`config.mk`:
```
export PLATFORM = sky130hd
export DESIGN_NAME = match_window_counter
export DESIGN_NICKNAME = d
export VERILOG_FILES = /design/src/rtl/match_cnt_pkg.sv /design/src/rtl/match_out_buf.sv /design/src/rtl/match_window_counter.sv
export SDC_FILE = /design/constraint.sdc
export NUM_CORES = 1
export LEC_CHECK = 0
export CAP_MARGIN = 20
export CELL_PAD_IN_SITES_DETAIL_PLACEMENT = 1
export CELL_PAD_IN_SITES_GLOBAL_PLACEMENT = 1
export CORE_ASPECT_RATIO = 2
export CORE_UTILIZATION = 42
export CTS_BUF_LIST = sky130_fd_sc_hd__clkbuf_8
export CTS_CLUSTER_DIAMETER = 120
export DETAILED_ROUTE_END_ITERATION = 7
export PLACE_DENSITY = 0.95
export SYNTH_ARGS = -nofsm -noshare
export SYNTH_HDL_FRONTEND = slang
export SYNTH_SLANG_ARGS = --single-unit
```
`constraint.sdc`:
```
create_clock -name clk -period 4.7 [get_ports clk]
set_clock_uncertainty 0.2 [all_clocks]
set_input_delay 1.175 -clock clk [delete_from_list [all_inputs] [get_ports clk]]
set_output_delay 1.175 -clock clk [all_outputs]
set_load 0.005 [all_outputs]
```
`src/rtl/match_cnt_pkg.sv`:
```
// Shared types and helpers for the match window counter.
// Sizes the count field and defines the output-side buffer state.
package match_cnt_pkg;

    // Width able to hold every count from 0 to window inclusive.
    function automatic int cnt_w(input int window);
        return $clog2(window + 1);
    endfunction

    typedef enum logic [0:0] {
        EMPTY = 1'b0,
        FULL  = 1'b1
    } out_state_e;

    // Saturation ceiling of the running total at its default 16-bit width.
    localparam int unsigned TOT_MAX = 32'h0000_FFFF;

endpackage

```
`src/rtl/match_out_buf.sv`:
```
// One-deep valid/ready buffer for closed-window counts.
// Tracks a sticky overrun when a count arrives while the slot is still occupied.
module match_out_buf
    import match_cnt_pkg::*;
#(
    parameter int CNT_W = 5
) (
    input  logic             clk,
    input  logic             rst,
    input  logic             load,
    input  logic [CNT_W-1:0] load_data,
    input  logic             out_ready,
    input  logic             clr_ovr,
    output logic             cnt_valid,
    output logic [CNT_W-1:0] cnt_data,
    output logic             overrun
);

    out_state_e       state_q, state_d;
    logic [CNT_W-1:0] data_q, data_d;
    logic             ovr_q, ovr_d;

    always_comb begin
        state_d = state_q;
        data_d  = data_q;
        ovr_d   = ovr_q;
        if (clr_ovr) ovr_d = 1'b0;
        case (state_q)
            EMPTY: begin
                if (load) begin
                    state_d = FULL;
                    data_d  = load_data;
                end
            end
            FULL: begin
                if (load) begin
                    // Drop wins over clear, so the set lands after the clear above.
                    if (out_ready) data_d = load_data;
                    else           ovr_d  = 1'b1;
                end else if (out_ready) begin
                    state_d = EMPTY;
                end
            end
            default: state_d = EMPTY;
        endcase
    end

    always_ff @(posedge clk) begin
        if (rst) begin
            state_q <= EMPTY;
            data_q  <= '0;
            ovr_q   <= 1'b0;
        end else begin
            state_q <= state_d;
            data_q  <= data_d;
            ovr_q   <= ovr_d;
        end
    end

    assign cnt_valid = (state_q == FULL);
    assign cnt_data  = data_q;
    assign overrun   = ovr_q;

endmodule

```
`src/rtl/match_window_counter.sv`:
```
// Counts detector match pulses over fixed windows of bit slots and hands each
// window's count to a slow consumer; also keeps a saturating running total.
module match_window_counter
    import match_cnt_pkg::*;
#(
    parameter int WINDOW = 16,
    parameter int CNT_W  = cnt_w(WINDOW),
    parameter int TOT_W  = 16
) (
    input  logic                      clk,
    input  logic                      rst,
    input  logic                      bit_valid,
    input  logic                      match,
    input  logic                      out_ready,
    input  logic                      clr_ovr,
    output logic                      cnt_valid,
    output logic [CNT_W-1:0]          cnt_data,
    output logic [$clog2(WINDOW)-1:0] slot_idx,
    output logic [TOT_W-1:0]          total,
    output logic                      overrun
);

    localparam int SLOT_W = $clog2(WINDOW);
    localparam logic [SLOT_W-1:0] LAST_SLOT = SLOT_W'(WINDOW - 1);

    logic [CNT_W-1:0]  acc_q, acc_d;
    logic [SLOT_W-1:0] slot_q, slot_d;
    logic [TOT_W-1:0]  total_q, total_d;
    logic [CNT_W-1:0]  fin;
    logic              load;

    always_comb begin
        acc_d   = acc_q;
        slot_d  = slot_q;
        total_d = total_q;
        load    = 1'b0;
        fin     = acc_q + CNT_W'(match);
        if (bit_valid) begin
            if (slot_q == LAST_SLOT) begin
                load   = 1'b1;
                acc_d  = '0;
                slot_d = '0;
            end else begin
                acc_d  = fin;
                slot_d = slot_q + SLOT_W'(1);
            end
            if (match && (total_q != {TOT_W{1'b1}})) total_d = total_q + TOT_W'(1);
        end
    end

    always_ff @(posedge clk) begin
        if (rst) begin
            acc_q   <= '0;
            slot_q  <= '0;
            total_q <= '0;
        end else begin
            acc_q   <= acc_d;
            slot_q  <= slot_d;
            total_q <= total_d;
        end
    end

    match_out_buf #(.CNT_W(CNT_W)) u_out_buf (
        .clk       (clk),
        .rst       (rst),
        .load      (load),
        .load_data (fin),
        .out_ready (out_ready),
        .clr_ovr   (clr_ovr),
        .cnt_valid (cnt_valid),
        .cnt_data  (cnt_data),
        .overrun   (overrun)
    );

    assign slot_idx = slot_q;
    assign total    = total_q;

endmodule

```
==> results of run 1 <==
==> metrics by stage <==
stage	hold slack, ps	setup WS, ps	cells	cell area (um^2)	total power [mW]
4_1_cts	303	1700	260	2020	0.533
6_report	301	1710	260	2020	0.529
5_1_grt	332	1550	260	2020	0.549
2_1_floorplan	275	2040	180	1610	0.304
3_5_place_dp	288	1400	252	1930	0.318
3_3_place_gp	277	1480	252	1930	0.316
==> worst min-delay path: stages, from the launching register on <==
cell	delay [ps]
dfxtp_1	330
mux2i_1	70
nor2_1	70
==> power groups by stage <==
stage | clock [mW] | sequential, mW | combinational, mW
finish | 0.216 | 0.279 | 0.0332
CTS | 0.220 | 0.279 | 0.0337
global placement | 0 | 0.285 | 0.0310
global route | 0.233 | 0.279 | 0.0367
detailed placement | 0 | 0.285 | 0.0329
floorplan | 0 | 0.284 | 0.0203
==> cell usage after synthesis, types with 4 or more instances <==
cell type	instances
dfxtp_1	32
nor2_1	25
nand2_1	12
nor2b_1	11
mux2_2	10
a21oi_1	9
mux2i_1	6
nor3_1	5
a211oi_1	4
a22oi_1	4
clkbuf_1	4
ha_1	4
inv_1	4
nand3_1	4
==> logic make-up (layout without fill, tap and decap cells) <==
logic type	Yosys count	count (layout)	synth area share, %
compound gates	27	27	11.1
xor+xnor	4	4	2.18
fa+ha+maj	4	4	3.12
buf+inv	14	45	5.22
flops	32	32	39.9
mux	16	16	10.8
simple gates	83	83	27.7
==> state kept, by name, summed over array words and instances, names as in the netlist <==
register	count
u_out_buf.cnt_valid	1
slot_idx	4
u_out_buf.overrun	1
total	16
u_out_buf.cnt_data	5
acc_q	5
==> per-layer routing <==
metal / part of all wire [%] / vias up / GRT usage (%)
met5: 0 / - / 0
met1: 37 / 697 / 22.6
met4: 2.4 / 0 / 10.7
met2: 59 / 32 / 42.7
li1: - / 695 / -
met3: 2.1 / 9 / 3.64
==> worst min-delay path by stage <==
stage | from | depth (start not counted) | end
3_5_place_dp | u_out_buf.cnt_data[4]$_SDFFE_PP0P_ | 2 | u_out_buf.cnt_data[4]$_SDFFE_PP0P_
3_3_place_gp | u_out_buf.cnt_data[0]$_SDFFE_PP0P_ | 2 | u_out_buf.cnt_data[0]$_SDFFE_PP0P_
4_1_cts | u_out_buf.cnt_data[4]$_SDFFE_PP0P_ | 2 | u_out_buf.cnt_data[4]$_SDFFE_PP0P_
6_report | u_out_buf.cnt_data[4]$_SDFFE_PP0P_ | 2 | u_out_buf.cnt_data[4]$_SDFFE_PP0P_
2_1_floorplan | acc_q[2]$_SDFFE_PP0P_ | 2 | acc_q[2]$_SDFFE_PP0P_
5_1_grt | u_out_buf.cnt_data[1]$_SDFFE_PP0P_ | 2 | u_out_buf.cnt_data[1]$_SDFFE_PP0P_
==> area by class of cell <==
class	count	share of cell area, %
Clock buffer	6	4.10
Clock inverter	2	0.372
Inverter	4	0.745
Multi-Input combinational cell	134	43.7
Sequential cell	32	31.8
Tap cell	49	3.04
Timing Repair Buffer	33	16.3
==> metrics.txt, run 1 <==
antenna viol nets, final=0; Setup TNS=0 ps; RSZ-0062 raised after global routing=false; global-route wire length before repair=6.70 mm; WP buf/inv=1; Worst IR Drop VDD=183 uV; Core Util, Final=55.3%; Post-CTS Hold Fix Bufs=0; DP HPWL=2.98 mm; vias in the first global route=1437; slowest stage delay, CP=620 ps; Worst-Skew Late Latency=290 ps; Die H=89.4 um; Critical Path Sink=total[13]$_SDFFE_PP0P_; critical path peak fanout=9; fill count=459; gr usage total=22.6%; Clock Power Share=41.0%; register bit total from synthesis=32; CP Data Arrival Time=2970 ps; Final Max Slew Viols=0; number of synthesized flops with an enable pin=0; DRC violations left=0; Fin. Hold Viols=0; Combinational Power Share=6.3%; slowest CP cell=clkdlybuf4s50_1; part of the Yosys area used for sequential elements=39.9%; Area contributors post-synth=dfxtp_1 (40%), mux2_2 (7.0%), nor2_1 (5.8%), nor2b_1 (4.3%), mux2i_1 (3.7%); Rows=31; Critical Path Start=bit_valid; Worst EP required=4680 ps; Worst R2R Start=total[1]$_SDFFE_PP0P_; ANT cells=0; async set or reset register ratio after synthesis=0%; Post-CTS Setup Bufs=0; Synth area leader=dfxtp_1; Slew headroom=31.8%; critical path cell sequence=clkdlybuf4s50_1, and2_1, nand2_2, nor4b_1, mux2_2; CTS Buffer Depth=2; TritonRoute pass-1 iters=4; Synth Flop Type=dfxtp_1; fin nets=220; max-cap violations=0; area grow syn2layout=25.6%; Crit. path cell count=5; wire per inst=15.7 um; switching power=0.124 mW; clk root buf=clkbuf_8; Setup-failing EPs final=0; Num CTS Buffers=5; CP top delay family=simple AND/OR/NAND/NOR gates; Via density=5.51; die area=4090 um^2; clock sink count=32; initial antenna violation count=0; fin crit period=2990 ps; clock transition at the registers of the reported paths=70 ps; Final Cycle Share=63.7%; worst slew pin tran=1010 ps; Iteration-0 DRC Markers=14; Worst R2R Path Depth=5; htree depth=2; Initial Util=44.0%; endpoint type of the worst setup path=flop; layout cells sized above 1=10.9%; count of cell types in the netlist=44; GPL Wtd Cong=0.814; Internal=0.405 mW; status=finished, final reports clean; Max Clock Freq=0.334 GHz; Avg Cell Area, Syn=8.92 um^2; r2r setup slk=2130 ps; post-synth top area share=39.9%; final global-route overflow total=0; via count=1433; Cell Pwr Density=262 nW/um^2; WL final=4.09 mm; FF/Latch Area=641 um^2; Core Footprint=3650 um^2; sequential power share=52.8%; area of the multi-input gates=881 um^2; Die Wd=45.7 um; switching fraction of total power=23.4%; Static Leak=0.715 nW; Syn Nets=190; reg-to-reg endpoint=total[3]$_SDFFE_PP0P_; critical path launch point type=primary input; largest net degree at the start of global routing=22; I/O Buffers=32; Syn Inst Count=180; most frequent cells in the layout=dfxtp_1 (32), clkdlybuf4s50_1 (32), nor2_1 (25); Hold WC Path Type=reg -> reg; cell area after synthesis=1610 um^2; CTS tree=built; Synth Warn #=0; CTS-repair resized insts=0; Ports=33; kind of critical path=in -> reg
Power figures use the tool's default switching activity.
==> run 2: changes to the inputs <==
--- a/config.mk
+++ b/config.mk
@@ -9,11 +9,11 @@
 export CELL_PAD_IN_SITES_DETAIL_PLACEMENT = 1
 export CELL_PAD_IN_SITES_GLOBAL_PLACEMENT = 1
 export CORE_ASPECT_RATIO = 2
-export CORE_UTILIZATION = 42
+export CORE_UTILIZATION = 39
 export CTS_BUF_LIST = sky130_fd_sc_hd__clkbuf_8
 export CTS_CLUSTER_DIAMETER = 120
 export DETAILED_ROUTE_END_ITERATION = 7
-export PLACE_DENSITY = 0.95
+export PLACE_DENSITY = 0.91
 export SYNTH_ARGS = -nofsm -noshare
 export SYNTH_HDL_FRONTEND = slang
 export SYNTH_SLANG_ARGS = --single-unit
==> constraint.sdc (replaced) <==
create_clock -name clk -period 2.9 [get_ports clk]
set_clock_uncertainty 0.2 [all_clocks]
set_input_delay 0.725 -clock clk [delete_from_list [all_inputs] [get_ports clk]]
set_output_delay 0.725 -clock clk [all_outputs]
set_load 0.005 [all_outputs]
==> metrics.txt, run 2 (synthesis results as in run 1) <==
status=finished, final reports clean; slowest CP cell=clkdlybuf4s50_1; area grow syn2layout=26.3%; kind of critical path=in -> reg; CTS tree=built; Worst IR Drop VDD=300 uV (+63%); RSZ-0062 raised after global routing=false; WP buf/inv=1 (unchanged); Final Max Slew Viols=0 (unchanged); fill count=475 (+3.5%); I/O Buffers=32 (unchanged); max-cap violations=0 (unchanged); Num CTS Buffers=5 (unchanged); ANT cells=0 (unchanged); most frequent cells in the layout=dfxtp_1 (32), clkdlybuf4s50_1 (32), nor2_1 (25); via count=1431 (-0.14%); slowest stage delay, CP=510 ps (-110 ps); Worst EP required=2880 ps (-1800 ps); met3 wire length=119 um (+37%); fin nets=223 (+1.4%); CTS Buffer Depth=2 (unchanged); max reg flops=16 (unchanged); die area=4390 um^2 (+7.4%); Fin. Hold Viols=0 (unchanged); clock sink count=32 (unchanged); htree depth=2 (unchanged); cell count after placement=257 (+2.0%); Hold WC Path Type=reg -> reg; critical path cell sequence=clkdlybuf4s50_1, and2_1, nand2_2, nor4b_1, mux2_2; GPL Wtd Cong=0.836 (+2.8%); Design Area, Final=2030 um^2 (+0.62%); DRC violations left=0 (unchanged); Setup TNS=0 ps (unchanged); Rows=32 (+3.2%); WL met1=1.37 mm (-8.5%); clk root buf=clkbuf_8; global-route wire length before repair=6.11 mm (-8.7%); Hold Slack=294 ps (-7.01 ps); CP top delay family=simple AND/OR/NAND/NOR gates; critical path peak fanout=9 (unchanged); Worst-Skew Late Latency=280 ps (about the same); Cell Pwr Density=407 nW/um^2 (+55%); initial antenna violation count=0 (unchanged); CTS-repair resized insts=0 (unchanged); met2 WL=2.17 mm (-9.6%); Final Cycle Share=82.8%; Post-CTS Hold Fix Bufs=0 (unchanged); Place WS=172 ps (-1230 ps); CP Data Arrival Time=2380 ps (-590 ps); Via density=5.42 (-1.7%); placed cell areas=1950 um^2 (+1.3%); Die H=92.7 um (+3.7%); fin crit period=2400 ps; clock transition at the registers of the reported paths=70 ps (about the same); area of the multi-input gates=881 um^2 (unchanged); Slew headroom=69.0% (+37 points); vias in the first global route=1365 (-5.0%); antenna viol nets, final=0 (unchanged); startpoint of the worst hold path=u_out_buf.cnt_data[4]$_SDFFE_PP0P_; Final WS setup=500 ps (-1210 ps); Ports=33 (unchanged); fin cells=264 (+1.5%); DP HPWL=2.89 mm (-3.1%); Max Clock Freq=0.417 GHz; Setup-failing EPs final=0 (unchanged); Core Footprint=3880 um^2 (+6.5%); worst slew pin tran=461 ps (-553 ps); Worst R2R Start=total[0]$_SDFFE_PP0P_; Critical Path Start=match; critical path launch point type=primary input; layout cells sized above 1=12.2% (+1.3 points); final global-route overflow total=0 (unchanged); FF/Latch Area=641 um^2 (unchanged); wire per inst=14.4 um (-8.6%); Static Leak=0.722 nW (+1.0%); Initial Util=41.3% (-2.7 points); Post-CTS Setup Bufs=0 (unchanged); endpoint type of the worst setup path=flop; gr usage total=19.8% (-2.9 points); largest net degree at the start of global routing=41 (+86%); Max Used Layer=met4; TritonRoute pass-1 iters=4 (unchanged); Iteration-0 DRC Markers=6 (-8); Die Wd=47.4 um (+3.6%); WL final=3.79 mm (-7.2%)
-- run 2: cell types whose count changed in the layout (fill, tap and decap cells not counted) --
cell / change
buf_4: +3
inv_1: -1
clkbuf_8: -1
clkinv_2: +1
-- run 2: worst paths after layout --
| kind | end | cells after the start | slack, ps |
|---|---|---|---|
| setup / recovery | total[13]$_SDFFE_PP0P_ | 5 | 500 |
| hold / removal | u_out_buf.cnt_data[4]$_SDFFE_PP0P_ | 2 | 290 |
| setup reg to reg | total[5]$_SDFFE_PP0P_ | 6 | 670 |
| hold reg to reg | u_out_buf.cnt_data[4]$_SDFFE_PP0P_ | 2 | 290 |
-- run 2: where the power goes --
part	switching (mW)	total, mW	internal [mW]
Combinational	0.0286	0.0540	0.0254
Clock	0.160	0.319	0.159
Sequential	0.00683	0.452	0.445
Total	0.195	0.825	0.630
-- run 2: through the flow --
stage | total power, mW | util, %
after CTS | 0.835 | 52.2
final | 0.825 | 52.2
after global placement | 0.514 | 50.2
after global routing | 0.863 | 52.2
after detailed placement | 0.517 | 50.2
after floorplan | 0.493 | -
-- run 2: final cells by class --
type | instances | area share (%)
Tap cell | 51 | 3.15
Sequential cell | 32 | 31.6
Timing Repair Buffer | 36 | 17.3
Inverter | 4 | 0.740
Clock buffer | 5 | 3.39
Multi-Input combinational cell | 134 | 43.4
Clock inverter | 2 | 0.432
-- run 2: metal layers --
metal / track usage [%] / vias to the layer above
met4: 11.9 / 0
met3: 4.87 / 12
li1: - / 704
met2: 34.6 / 31
met1: 18.8 / 684
met5: 0 / -
-- run 2: worst reg2reg max path, delay by kind of cell (launching register included) --
kind | cells | cell delay (ps)
flip-flops | 1 | 440
adder cells (fa/ha/maj) | 1 | 250
AO/OA/AOI/OAI | 1 | 100
buffers and inverters | 1 | 250
multiplexers | 1 | 290
AND/OR/NAND/NOR | 2 | 570
==> run 3: changes to the inputs <==
==> constraint.sdc (replaced) <==
create_clock -name clk -period 2.4 [get_ports clk]
set_clock_uncertainty 0.2 [all_clocks]
set_input_delay 0.6 -clock clk [delete_from_list [all_inputs] [get_ports clk]]
set_output_delay 0.6 -clock clk [all_outputs]
set_load 0.005 [all_outputs]
==> metrics.txt, run 3 (synthesis results as in run 1) <==
status=finished, final reports clean; Core Footprint=3880 um^2 (unchanged); Initial Util=41.3% (unchanged); kind of critical path=in -> reg; CTS Buffer Depth=2 (unchanged); worst slew pin tran=360 ps (-102 ps); most frequent cells in the layout=dfxtp_1 (32), clkdlybuf4s50_1 (32), nor2_1 (25); CTS-repair resized insts=0 (unchanged); Iteration-0 DRC Markers=32 (+26); sequential power share=48.6% (-6.2 points); Internal=0.875 mW (+39%); fin crit period=2180 ps; Rows=32 (unchanged); Worst-Skew Late Latency=290 ps (about the same); endpoint type of the worst setup path=flop; gr usage total=19.8% (+0.081 points); Final Cycle Share=90.8%; Worst EP required=2390 ps (-490 ps); die area=4390 um^2 (unchanged); layout cells sized above 1=13.4% (+1.2 points); Worst IR Drop VDD=604 uV (+100%); Die H=92.7 um (unchanged); clock transition at the registers of the reported paths=70 ps (about the same); Die Wd=47.4 um (unchanged); Core Util, Final=53.7% (+1.5 points); vias in the first global route=1431 (+4.8%); Clock Power Share=45.2% (+6.5 points); critical path peak fanout=8 (-1); critical path launch point type=primary input; clock sink count=32 (unchanged); DP HPWL=2.84 mm (-1.7%); Post-CTS Hold Fix Bufs=0 (unchanged); wire per inst=14.4 um (+0.49%); CP Data Arrival Time=2160 ps (-220 ps); global-route wire length before repair=6.23 mm (+1.9%); CTS tree=built; Via density=5.40 (-0.29%); ANT cells=0 (unchanged); initial antenna violation count=0 (unchanged); fin nets=225 (+0.90%); GPL Wtd Cong=0.796 (-4.8%); Final Max Slew Viols=0 (unchanged); Post-CTS Setup Bufs=0 (unchanged); Num CTS Buffers=5 (unchanged); Cell Pwr Density=539 nW/um^2 (+32%); Place WS=-102 ps (-274 ps); Static Leak=0.750 nW (+3.9%); switching fraction of total power=22.1% (-1.6 points); Slew headroom=75.9% (+7.0 points); TritonRoute pass-1 iters=4 (unchanged); Combinational Power Share=6.2% (-0.3 points); I/O Buffers=32 (unchanged); htree depth=2 (unchanged); Setup-failing EPs final=0 (unchanged); antenna viol nets, final=0 (unchanged); Max Clock Freq=0.459 GHz; switching power=0.248 mW (+27%); RSZ-0062 raised after global routing=false; Final WS setup=221 ps (-279 ps); largest net degree at the start of global routing=41 (unchanged); via count=1443 (+0.84%); area grow syn2layout=29.9%; Fin. Hold Viols=0 (unchanged); Ports=33 (unchanged); max-cap violations=0 (unchanged); clk root buf=clkbuf_8; Hold WC Path Type=reg -> reg; DRC violations left=0 (unchanged); max reg flops=16 (unchanged); WL final=3.86 mm (+1.6%); final global-route overflow total=0 (unchanged)
[run 3: cell types whose count changed in the layout (fill, tap and decap cells not counted), sizes merged]
cell | previous run | this run
buf | 4 | 6
bufinv | 0 | 1
[run 3: cell type report]
class	count	area, um^2
multi-input combinational	134	881
clock inverter	3	38.8
inverter	4	15.0
sequential	32	641
fill	475	1800
timing repair buffer	38	378
tap	51	63.8
clock buffer	5	68.8
[run 3: metrics by stage]
| stage | hold slack (ps) | TNS, ps | power (mW) | cell area (um^2) | std cells |
|---|---|---|---|---|---|
| 2_1_floorplan | 275 | 0 | 0.596 | 1610 | 180 |
| 3_3_place_gp | 275 | 0 | 0.625 | 1980 | 259 |
| 3_5_place_dp | 287 | -204 | 0.628 | 1980 | 259 |
| 4_1_cts | 305 | 0 | 1.14 | 2090 | 267 |
| 5_1_grt | 327 | 0 | 1.17 | 2090 | 267 |
| 6_report | 306 | 0 | 1.12 | 2090 | 267 |
[run 3: final timing paths]
| path | from | end | slack [ps] | depth (start not counted) |
|---|---|---|---|---|
| hold / removal | u_out_buf.cnt_data[3]$_SDFFE_PP0P_ | u_out_buf.cnt_data[3]$_SDFFE_PP0P_ | 310 | 2 |
| hold reg to reg | u_out_buf.cnt_data[3]$_SDFFE_PP0P_ | u_out_buf.cnt_data[3]$_SDFFE_PP0P_ | 310 | 2 |
| setup / recovery | bit_valid | total[11]$_SDFFE_PP0P_ | 220 | 5 |
| setup reg to reg | total[0]$_SDFFE_PP0P_ | total[12]$_SDFFE_PP0P_ | 370 | 5 |
[run 3: routing by layer]
metal	up-vias	track usage (%)	part of all wire [%]
li1	700	-	-
met1	704	18.3	36
met2	34	36.4	58
met3	5	5.46	3.7
met4	0	9.05	2.0
met5	-	0	0
[run 3: worst max-delay path: stages]
cell and delay (ps):
clkdlybuf4s50_1 520, and2_1 200, nand2_2 130, nor4b_1 340
mux2_2 370
[run 3: power by group through the flow]
| stage | Combinational, mW | Clock, mW | Sequential (mW) |
|---|---|---|---|
| floorplan | 0.0397 | 0 | 0.556 |
| global placement | 0.0672 | 0 | 0.557 |
| detailed placement | 0.0707 | 0 | 0.558 |
| CTS | 0.0709 | 0.527 | 0.546 |
| global route | 0.0789 | 0.545 | 0.547 |
| finish | 0.0702 | 0.508 | 0.546 |
